==> src/rtl/div_arbiter.sv <==
// Round-robin arbiter that lends one programmable clock divider to N_REQ requesters,
// holding each grant for a programmable number of divider output transitions.
module div_arbiter #(
    parameter int unsigned N_REQ = 4,
    parameter int unsigned DW    = 16
) (
    input  logic                clk,
    input  logic                rst_n,
    input  logic [N_REQ-1:0]    req,
    input  logic [N_REQ*DW-1:0] ratio,
    input  logic [7:0]          hold,
    input  logic                div_out,
    output logic [N_REQ-1:0]    gnt,
    output logic [N_REQ-1:0]    done,
    output logic                err,
    output logic                busy,
    output logic [DW-1:0]       div_din,
    output logic                div_en,
    output logic                div_pl
);

    localparam int unsigned IW = (N_REQ > 1) ? $clog2(N_REQ) : 1;
    localparam int unsigned CW = 8;

    typedef enum logic [1:0] {
        S_IDLE,
        S_LOAD,
        S_RUN,
        S_RELEASE
    } state_e;

    state_e            state_q, state_d;
    logic [IW-1:0]     idx_q, idx_d;
    logic [IW-1:0]     rr_ptr_q, rr_ptr_d;
    logic [CW-1:0]     hold_q, hold_d;
    logic [CW-1:0]     cnt_q, cnt_d;
    logic              prev_q, prev_d;
    logic [N_REQ-1:0]  gnt_q, gnt_d;
    logic [N_REQ-1:0]  done_q, done_d;
    logic              err_q, err_d;
    logic              busy_q, busy_d;
    logic [DW-1:0]     din_q, din_d;
    logic              en_q, en_d;
    logic              pl_q, pl_d;

    logic              sel_found;
    logic [IW-1:0]     sel_idx;
    logic [DW-1:0]     sel_ratio;
    logic              trans;
    logic [CW:0]       hold_eff;
    logic              hit;

    // First pending requester strictly after rr_ptr, wrapping around.
    always_comb begin
        sel_found = 1'b0;
        sel_idx   = '0;
        for (int unsigned k = 1; k <= N_REQ; k++) begin
            if (!sel_found && req[IW'((32'(rr_ptr_q) + k) % N_REQ)]) begin
                sel_found = 1'b1;
                sel_idx   = IW'((32'(rr_ptr_q) + k) % N_REQ);
            end
        end
    end

    assign sel_ratio = ratio[32'(sel_idx)*DW +: DW];
    assign trans     = div_out ^ prev_q;
    assign hold_eff  = (hold_q == '0) ? (CW+1)'(256) : {1'b0, hold_q};
    assign hit       = (({1'b0, cnt_q} + (CW+1)'(trans)) == hold_eff);

    // Next state and next registered outputs; outputs track the state being entered.
    always_comb begin
        state_d  = state_q;
        idx_d    = idx_q;
        rr_ptr_d = rr_ptr_q;
        hold_d   = hold_q;
        cnt_d    = cnt_q;
        prev_d   = prev_q;
        gnt_d    = gnt_q;
        done_d   = '0;
        err_d    = 1'b0;
        busy_d   = busy_q;
        din_d    = din_q;
        en_d     = en_q;
        pl_d     = 1'b0;

        case (state_q)
            S_IDLE: begin
                gnt_d = '0;
                en_d  = 1'b0;
                if (sel_found) begin
                    idx_d  = sel_idx;
                    hold_d = hold;
                    din_d  = sel_ratio;
                    cnt_d  = '0;
                    busy_d = 1'b1;
                    if (sel_ratio == '0) begin
                        state_d  = S_RELEASE;
                        err_d    = 1'b1;
                        done_d   = N_REQ'(1) << sel_idx;
                        rr_ptr_d = sel_idx;
                    end else begin
                        state_d = S_LOAD;
                        gnt_d   = N_REQ'(1) << sel_idx;
                        en_d    = 1'b1;
                        pl_d    = 1'b1;
                    end
                end
            end
            S_LOAD: begin
                // Seed the edge detector so RUN entry never counts a transition.
                prev_d  = div_out;
                state_d = S_RUN;
            end
            S_RUN: begin
                cnt_d  = cnt_q + CW'(trans);
                prev_d = div_out;
                if (!req[idx_q] || hit) begin
                    state_d  = S_RELEASE;
                    gnt_d    = '0;
                    en_d     = 1'b0;
                    done_d   = N_REQ'(1) << idx_q;
                    rr_ptr_d = idx_q;
                end
            end
            S_RELEASE: begin
                state_d = S_IDLE;
                busy_d  = 1'b0;
                cnt_d   = '0;
            end
            default: begin
                state_d = S_IDLE;
                gnt_d   = '0;
                en_d    = 1'b0;
                busy_d  = 1'b0;
            end
        endcase
    end

    always_ff @(posedge clk or negedge rst_n) begin
        if (!rst_n) begin
            state_q  <= S_IDLE;
            idx_q    <= '0;
            rr_ptr_q <= IW'(N_REQ - 1);
            hold_q   <= '0;
            cnt_q    <= '0;
            prev_q   <= 1'b0;
            gnt_q    <= '0;
            done_q   <= '0;
            err_q    <= 1'b0;
            busy_q   <= 1'b0;
            din_q    <= '0;
            en_q     <= 1'b0;
            pl_q     <= 1'b0;
        end else begin
            state_q  <= state_d;
            idx_q    <= idx_d;
            rr_ptr_q <= rr_ptr_d;
            hold_q   <= hold_d;
            cnt_q    <= cnt_d;
            prev_q   <= prev_d;
            gnt_q    <= gnt_d;
            done_q   <= done_d;
            err_q    <= err_d;
            busy_q   <= busy_d;
            din_q    <= din_d;
            en_q     <= en_d;
            pl_q     <= pl_d;
        end
    end

    assign gnt     = gnt_q;
    assign done    = done_q;
    assign err     = err_q;
    assign busy    = busy_q;
    assign div_din = din_q;
    assign div_en  = en_q;
    assign div_pl  = pl_q;

endmodule

==> config.mk <==
export PLATFORM = sky130hd
export DESIGN_NAME = div_arbiter
export DESIGN_NICKNAME = d
export VERILOG_FILES = /design/src/rtl/div_arbiter.sv
export SDC_FILE = /design/constraint.sdc
export NUM_CORES = 1
export LEC_CHECK = 0
export ABC_CLOCK_PERIOD_IN_PS = 7700
export BUFFER_PORTS_ARGS = -buffer_cell sky130_fd_sc_hd__buf_2
export CORE_MARGIN = 5
export CORE_UTILIZATION = 50
export DETAILED_ROUTE_END_ITERATION = 8
export GPL_TIMING_DRIVEN = 0
export PLACE_DENSITY_LB_ADDON = 0.25
export SETUP_SLACK_MARGIN = 0.5
export SYNTH_ARGS = -nofsm -noshare
export SYNTH_HDL_FRONTEND = slang
export SYNTH_SLANG_ARGS = --single-unit
==> constraint.sdc <==
create_clock -name clk -period 7.7 [get_ports clk]
set_input_delay 1.155 -clock clk [delete_from_list [all_inputs] [get_ports clk]]
set_output_delay 1.155 -clock clk [all_outputs]
set_load 0.05 [all_outputs]
; After elaboration in Yosys (flattened, before gate mapping)
; Cells that the tools add are included.
[word_totals]
reg_bits = 51
in_bits = 79
output_inout_bits = 28
wordCells = 103
[op_classes]
add_sub_neg = 6
n_lt_le_gt_ge = 5
n_eq_ne = 7
shifts = 3
n_mux = 47
n_bitwise = 1
reduce_logical = 21
[op_table]
columns = operator, n
row1 = $shiftx 64x7->16, 1
row2 = $mux 4, 6
row3 = $pmux 8 s3, 1
row4 = $mux 2, 10
row5 = $mux 1, 17
row6 = $logic_not 16->1, 1
row7 = $pmux 4 s2, 2
row8 = $lt 2x3->1 const B, 5
row9 = $bmux 1 s2, 5
row10 = $reduce_and 2->1, 5
row11 = $add 8x1->9, 1
row12 = $eq 9x9->1, 1
row13 = $mux 9, 1
row14 = $add 8x1->8, 1
row15 = $logic_not 8->1, 1
row16 = $mux 8, 1
row17 = $pmux 2 s4, 1
row18 = $shl 1x2->4 const A, 2
row19 = $ne 2x2->1 const B, 3
row20 = $add 2x1->2 const B, 2
row21 = $add 2x2->2 const B, 2
row22 = $eq 2x2->1 const B, 2
row23 = $logic_not 1->1, 4
row24 = $pmux 1 s2, 2
row25 = 10 further kinds, 13

; Longest topological paths before layout
; Gate-level depths: netlist of run 1.
[depth]
depth_word = 18
ltp_mapped = 12

; Worst setup path after synthesis of run 1
; OpenSTA, ideal clock, no wires.
[synth_path]
kind = input -> register
startpoint = input div_out
endpoint = register state_q[1]
arrival_time_ps = 3157
setup_slack_ps = 4424
stages = 11
path_buffers = 1
cell_sequence = xor2_1 -> ha_1 -> ha_1 -> xnor3_1 -> nand3_1 -> nor4b_1 -> o211ai_1 -> and3_1 -> buf_4 -> o32a_1 -> o21a_1
[synth_between]
elab_chain_len = 6
[synth_rtl]
columns = item, line
row1 = "start, declared", 12  ; input logic div_out,
row2 = $xor 1x1->1, 66  ; assign trans = div_out ^ prev_q;
row3 = $add 8x1->9, 68  ; assign hit = (({1'b0, cnt_q} + (CW+1)'(trans)) == hold_eff);
row4 = $eq 9x9->1, 68
row5 = $logic_or 1x1->1, 117  ; if (!req[idx_q] || hit) begin
row6 = $ne 2x2->1 (no line), --
row7 = $reduce_and 2->1 (no line), --
row8 = "end signal, assigned", 155  ; state_q <= state_d;
row9 = "end, declared", 32  ; state_e state_q, state_d;
; Every way passes these cells.
; A chain may end at the register's enable or synchronous reset.

; Worst setup path in the final report of run 1
; Ends and elaborated chain as after synthesis.

==> results of run 1 <==
==> logic make-up after synthesis <==
group                      after synthesis
AOI/OAI and AO/OA                       86
xor gates and xnor gates                11
adders and majority gates                6
buffers and inverters                   30
DFF                                     51
muxes                                    7
and+or+nand+nor                        211
==> where the power goes <==
group / leakage [nW] / switching [mW] / internal (mW)
Clock: 0.0519 / 0.101 / 0.0692
Sequential: 0.645 / 0.0750 / 0.377
Combinational: 1.26 / 0.660 / 0.308
Total: 1.96 / 0.836 / 0.754
==> metal layers <==
| metal | vias up | wire, µm | part of all wire, % |
|---|---|---|---|
| li1 | 1634 | - | - |
| met2 | 130 | 4620 | 50 |
| met1 | 1587 | 3880 | 42 |
| met4 | 0 | 167 | 1.8 |
| met5 | - | 0 | 0 |
| met3 | 20 | 668 | 7.2 |
==> Yosys cell counts, drive strengths merged, types with 3 or more instances <==
cell,count
o41ai,4
nand2,98
xor2,4
nor2,59
ha,6
o31ai,6
a32o,4
a31oi,3
a21o,3
a211oi,4
mux4,5
a21oi,5
nand3,25
xnor2,6
buf,9
nor4,8
inv,9
or4,3
nand2b,3
and3,4
clkbuf,12
a221oi,4
dfrtp,49
o211ai,3
o21ai,43
==> metrics by stage <==
stage | cell area (µm²) | utilization (%) | instances
finish | 3960 | 62.6 | 593
global route | 3960 | 62.6 | 593
CTS | 3960 | 62.6 | 593
detailed placement | 3850 | 61.0 | 585
global placement | 3850 | 61.0 | 585
floorplan | 3230 | - | 402
==> sequential cells by signal, summed over array words and instances, names as in the netlist, 2 cells and up <==
signal and flops:
idx_q 2, state_q 2, done 4, div_din 16
cnt_q 8, hold_q 8, gnt 4, rr_ptr_q 2
==> worst paths after layout <==
check	endpoint	slack, ns	cells past startpoint
min in group asynchronous	cnt_q[4]	1.05	1
worst min register to register	div_din[10]	0.48	2
worst min-delay path	div_din[10]	0.48	2
max in group asynchronous	div_din[9]	5.95	1
worst max-delay path	state_q[1]	4.41	13
worst max register to register	rr_ptr_q[1]	4.89	10
==> critical path, stage by stage <==
cell	delay, ns
sky130_fd_sc_hd__buf_2	0.11
sky130_fd_sc_hd__xor2_1	0.14
sky130_fd_sc_hd__ha_1	0.22
sky130_fd_sc_hd__ha_1	0.26
sky130_fd_sc_hd__xnor3_1	0.29
sky130_fd_sc_hd__nand3_1	0.09
sky130_fd_sc_hd__nor4b_1	0.28
sky130_fd_sc_hd__o211ai_1	0.19
sky130_fd_sc_hd__and3_1	0.22
sky130_fd_sc_hd__buf_4	0.16
sky130_fd_sc_hd__a21oi_1	0.16
sky130_fd_sc_hd__o32a_1	0.17
sky130_fd_sc_hd__o21a_1	0.11
==> area by class of cell <==
cell class / count / area [µm²] / share of cell area, %
buffer: 21 / 103 / 2.59
sequential: 51 / 1280 / 32.3
timing repair buffer: 106 / 531 / 13.4
clock buffer: 5 / 68.8 / 1.74
multi-input combinational: 321 / 1810 / 45.8
inverter: 9 / 33.8 / 0.854
tap: 77 / 96.3 / 2.44
clock inverter: 3 / 33.8 / 0.854
==> results.md, run 1 <==
- Initial Util: roughly 50%
- Global Route met2 Usage: ~40%
- Total die area: around 0.0082 mm²
- Total via count after detailed routing: ~3400
- Clock tree from TritonCTS: done
- Final weighted congestion of routability-driven global placement: 0.948
- Crit end category: flop
- Area share of xor/xnor cells in the synthesized design: around 3.4%
- GR Util met3: 5.33%
- Area overhead of the layout relative to synthesis: 22.6%
- Critical path arrival: 3.55 ns
- Cts bufs inserted: 5
- Most common cell after layout, fill and taps aside: sky130_fd_sc_hd__buf_2
- Worst Min Path Start: div_din[10]
- Top library cells by usage in the layout, fill and taps aside: 110 x sky130_fd_sc_hd__buf_2, 98 x sky130_fd_sc_hd__nand2_1, 59 x sky130_fd_sc_hd__nor2_1, 49 x sky130_fd_sc_hd__dfrtp_1, 41 x sky130_fd_sc_hd__o21ai_0
- Maximum number of pins on one net before global-route repair: 52
- Crit Reg-Reg Startpoint: rr_ptr_q[0]
- Total power after layout: about 1.6 mW
- Launching element type of the critical path: input pin
- Synth top area share: about two fifths
- RSZ-0062 raised after global routing: false
- Total of flip-flops plus latches after synthesis: 51
- Post-synthesis cell area: 0.00323 mm²
- Cell chosen for the clock root: sky130_fd_sc_hd__clkbuf_8
- Number of buffers inserted to repair setup after CTS: 0
- Category of the most critical setup path: in2reg
- Number of flops mapped to enable cells by yosys: 0
- Total number of H-tree levels: 2
- Final hold slack: around 0.48 ns
- Run status: finished, final reports clean
- Count of clock tree sinks: around 50
- Synth Instances: around 400
- Synth Area in Simple Gates: ~28%
- Setup Slack @ Placement: around 4.1 ns
- Final ANT Viol Nets: 0
- Type of the tightest min-delay check: reg2reg
- Total gr overflow: 0
- IR Drop Worst-Case VDD: ~230 µV
- Layout fillers: around 580
- Std-Cell Rows: 29
- Number of global-route vias before repair: ~3500
- Biggest area consumer among synthesized cells: sky130_fd_sc_hd__dfrtp_1
- Rel. slew slack: between 20% and 30%
- Fraction of layout instances using a drive strength above 1: a little over a quarter
- Top_reg_cell synth: sky130_fd_sc_hd__dfrtp_1
- Total of cells resized after clock tree synthesis: 0
- Complex-gate fraction of the synthesized area: about 18%
- Hold buffer count at CTS: 0
- Post-synthesis cell type count: roughly 50
- Number of iterations in the first detailed-routing pass: 5
- Combined global-route utilization of all metal layers: about a quarter
- Highest achievable clock rate: 0.304 GHz
- Maximum fanout along the worst path: 10
- Setup Total Neg Slack: 0 ns
- Combinational family with the most area after synthesis: simple AND/OR/NAND/NOR gates
- Leakage power: 1.96 nW
- Height of the chip: ~90 µm
- Critical Path Start: div_out
- Average wire per cell in the routed design: 15.7 µm
- Adder and majority cell fraction of the synthesized area: 2.33%
- Proportion of register bits with asynchronous set or reset after synthesis: 100%
- NumNets Final: 600
- Busiest layer in global routing: met2
- Std-Cell Core Area: between 0.006 and 0.007 mm²
- Clock transition at path regs: ~0.10 ns
- Setup skew after layout: approximately 0.012 ns
- Multiplexer share of the synthesized area: 4.15%
- P per Cell Area: a little over 400 mW/mm²
- Total nets after synthesis: between 400 and 500
- Clock insertion delay at the later pin of the skew report: ~0.31 ns
- Wire length of the first global-routing pass: ~16000 µm
- Cells taking the most area after synthesis: sky130_fd_sc_hd__dfrtp_1 38%, sky130_fd_sc_hd__nand2_1 11%, sky130_fd_sc_hd__nor2_1 6.9%, sky130_fd_sc_hd__o21ai_0 6.4%, sky130_fd_sc_hd__nand3_1 3.9%
- Number of slew-limit violations in the final report: 0
- Final hold violation count: 0
- Number of warnings issued by yosys: 0
- Top-Level Pins: 107
- Number of max-cap violations: 0
- Final routed DRC violation total: 0
- Final critical-path required period: roughly 3.3 ns
- Worst endpoint required time: roughly 8.0 ns
- Number of antenna violations at the first check in global routing: 0
- Met1 routing resource usage after global routing: about 29%
- Maximum count of clock buffers along a single path: 2
- Transition time at the pin with the least slew margin: about 1.1 ns
- Die outline width: ~90 µm
- Final Routed Wirelength: a little over 9000 µm
- Iter 0 DRT Violations: roughly 240
- Final period utilization: about 43%
- Total of endpoints with negative setup slack in the final report: 0
- Number of buffer cells added on primary ports: about 110
- Share of synthesized area occupied by flip-flops and latches: 39.6%
- Vias per std cell: between 5 and 6
- Antenna cell count: 0
- Average size of a mapped cell: approximately 8.0 µm²
- Final WS setup: around 4.4 ns
- HPWL Detailed: ~7300 µm
No activity file was read; power rests on OpenSTA's default activity.
==> inputs of run 2 (changes only) <==
--- a/config.mk
+++ b/config.mk
@@ -5,7 +5,7 @@
 export SDC_FILE = /design/constraint.sdc
 export NUM_CORES = 1
 export LEC_CHECK = 0
-export ABC_CLOCK_PERIOD_IN_PS = 7700
+export ABC_CLOCK_PERIOD_IN_PS = 3200
 export BUFFER_PORTS_ARGS = -buffer_cell sky130_fd_sc_hd__buf_2
 export CORE_MARGIN = 5
 export CORE_UTILIZATION = 50
==> constraint.sdc (replaced) <==
create_clock -name clk -period 3.2 [get_ports clk]
set_input_delay 0.48 -clock clk [delete_from_list [all_inputs] [get_ports clk]]
set_output_delay 0.48 -clock clk [all_outputs]
set_load 0.05 [all_outputs]
==> results.md, run 2 (same netlist as run 1, synthesis figures left out) <==
- Final hold violation count: 0
- Worst Min Path Start: hold[4]
- Number of stages on the worst hold path: 3
- Type of the tightest min-delay check: in2reg
- Total via count after detailed routing: 3386
- Final weighted congestion of routability-driven global placement: 0.948
- Endpoint of the lowest-slack register-to-register path: rr_ptr_q[1]
- Non-filler instance count after layout: about 600
- Switching Fraction: 52.3%
- Total of endpoints with negative setup slack in the final report: 0
- Transition time at the pin with the least slew margin: between 1 and 1.5 ns
- Antenna cell count: 0
- Final Routed Wirelength: about 9500 µm
- HPWL Detailed: ~7300 µm
- End point of the most critical hold path: hold_q[4]
- Initial Util: ~51%
- Proportion of power drawn by combinational gates: 61.7%
- Total power after layout: 3.92 mW
- Average wire per cell in the routed design: ~16 µm
- Register Area: 0.00128 mm²
- Number of cells on the worst reg-to-reg path: 10
- Maximum number of pins on one net before global-route repair: 52
- Number of flip-flops under the largest register name: 16
- Critical path, cell by cell: and2b_1 > o21ai_2 > and3_4 > buf_8 > mux4_2 > nor2_4 > and4_1 > buf_6 > a211oi_1 > a221oi_2
- Final routed DRC violation total: 0
- Net switching component of the power: 2.05 mW
- Power share of the clock group: 10.5%
- Final ANT Viol Nets: 0
- Slowest stage cell, crit path: sky130_fd_sc_hd__dfstp_2
- Area overhead of the layout relative to synthesis: 25.8%
- Number of global-route vias before repair: between 3000 and 4000
- Clock transition at path regs: 0.11 ns
- Crit Reg-Reg Startpoint: rr_ptr_q[0]
- Die outline width: around 90 µm
- Total die area: 0.00816 mm²
- Wire length of the first global-routing pass: approximately 16000 µm
- Setup Total Neg Slack: 0 ns
- Total number of H-tree levels: 2
- NumNets Final: a little over 600
- Post-layout util: 64.3%
- Fraction of layout instances using a drive strength above 1: between 20% and 30%
- Setup skew after layout: between 0.008 and 0.009 ns
- Final critical-path required period: between 2 and 3 ns
- Sequential cell fraction of total power: approximately 28%
- Run status: finished, final reports clean
- Number of antenna violations at the first check in global routing: 0
- Number of slew-limit violations in the final report: 0
- Combined global-route utilization of all metal layers: around a quarter
- IR Drop Worst-Case VDD: between 500 and 600 µV
- Crit end category: flop
- Std-Cell Core Area: between 0.006 and 0.007 mm²
- Post-route cell area: approximately 0.004 mm²
- Number of iterations in the first detailed-routing pass: 4
- RSZ-0062 raised after global routing: true
- Total gr overflow: 0
- Post-placement cell area: about 0.0039 mm²
- Worst endpoint required time: between 3 and 4 ns
- Maximum count of clock buffers along a single path: 2
- P per Cell Area: between 900 and 1000 mW/mm²
- Top library cells by usage in the layout, fill and taps aside: 109 x sky130_fd_sc_hd__buf_2, 98 x sky130_fd_sc_hd__nand2_1, 58 x sky130_fd_sc_hd__nor2_1, 49 x sky130_fd_sc_hd__dfrtp_1, 41 x sky130_fd_sc_hd__o21ai_0
- Std-Cell Rows: 29
- Maximum fanout along the worst path: 9
- Count of clock tree sinks: 51
- Highest achievable clock rate: 0.378 GHz
- Leakage power: between 1.5 and 2 nW
- Height of the chip: approximately 90 µm
- Largest incremental delay on the critical path: between 0.5 and 0.6 ns
- Most common cell after layout, fill and taps aside: sky130_fd_sc_hd__buf_2
- Placed cell count: about 590
- Area of the multi-input gates: approximately 0.0019 mm²
- Category of the most critical setup path: reg2reg
- Register-to-Register Setup Slack: between 0.5 and 0.6 ns
- Launching element type of the critical path: flop
- Vias per std cell: between 5 and 6
- Rel. slew slack: 24.4%
- Hold buffer count at CTS: 0
- Number of buffer cells added on primary ports: 106
- Cell chosen for the clock root: sky130_fd_sc_hd__clkbuf_8
- Cts bufs inserted: 5
- Final period utilization: a little over 80%
- Number of max-cap violations: 0
- Critical path arrival: about 2.9 ns
- Clock tree from TritonCTS: done
- Clock insertion delay at the later pin of the skew report: 0.31 ns
- Top-Level Pins: about 110
- Iter 0 DRT Violations: 192
- Layout fillers: approximately 560
- Cell-internal power: 1.87 mW
-- run 2: timing repair --
| item | CTS | global route |
|---|---|---|
| setup buffers | 1 | 5 |
| resized for setup | 4 | 10 |
| pin swaps | 3 | 2 |
| hold endpoints to repair | 0 | 0 |
| endpoints found under the setup margin | 13 | 16 |
-- run 2: through the flow --
step,setup slack [ns],hold WS [ns]
2_1_floorplan,0.599,0.184
3_3_place_gp,0.274,0.458
3_5_place_dp,0.243,0.465
4_1_cts,0.504,0.344
5_1_grt,0.395,0.362
6_report,0.556,0.354
-- run 2: critical path, delay by kind of cell (launching register included) --
family	cells	cell delay, ns
flops	1	0.58
mux	1	0.54
compound gates	3	0.38
buf+inv	2	0.27
simple gates	4	0.77
-- run 2: worst max-delay path by stage --
stage                startpoint           to  cells past startpoint  slack (ns)
floorplan               div_out   state_q[1]                     11        0.60
global placement        div_out   state_q[1]                     12        0.27
detailed placement      div_out   state_q[1]                     13        0.24
CTS                 rr_ptr_q[0]  rr_ptr_q[1]                     10        0.50
global route        rr_ptr_q[0]  rr_ptr_q[1]                      9        0.39
finish              rr_ptr_q[0]  rr_ptr_q[1]                     10        0.56
-- run 2: final cells by class --
class	instances	area share (%)
plain buffers	21	2.71
multi-input cells	321	45.9
inverters	9	0.832
well taps	77	2.37
repair buffers	112	14.2
clock inverters	3	0.832
flip-flops and latches	51	31.5
clock buffers	5	1.70
-- run 2: metal layers --
layer  GRT usage [%]  wire [µm]  part of all wire, %
met5               0          0                    0
met4            6.33        102                  1.1
met3            5.33        800                  8.5
met2            40.5       4690                   50
met1            29.3       3860                   41
-- run 2: power groups by stage --
stage / Clock, mW / Combinational (mW) / Sequential, mW
6_report: 0.412 / 2.42 / 1.09
5_1_grt: 0.452 / 2.67 / 1.12
4_1_cts: 0.422 / 2.35 / 1.08
3_5_place_dp: 0 / 2.32 / 1.10
3_3_place_gp: 0 / 2.28 / 1.09
2_1_floorplan: 0 / 1.25 / 1.57
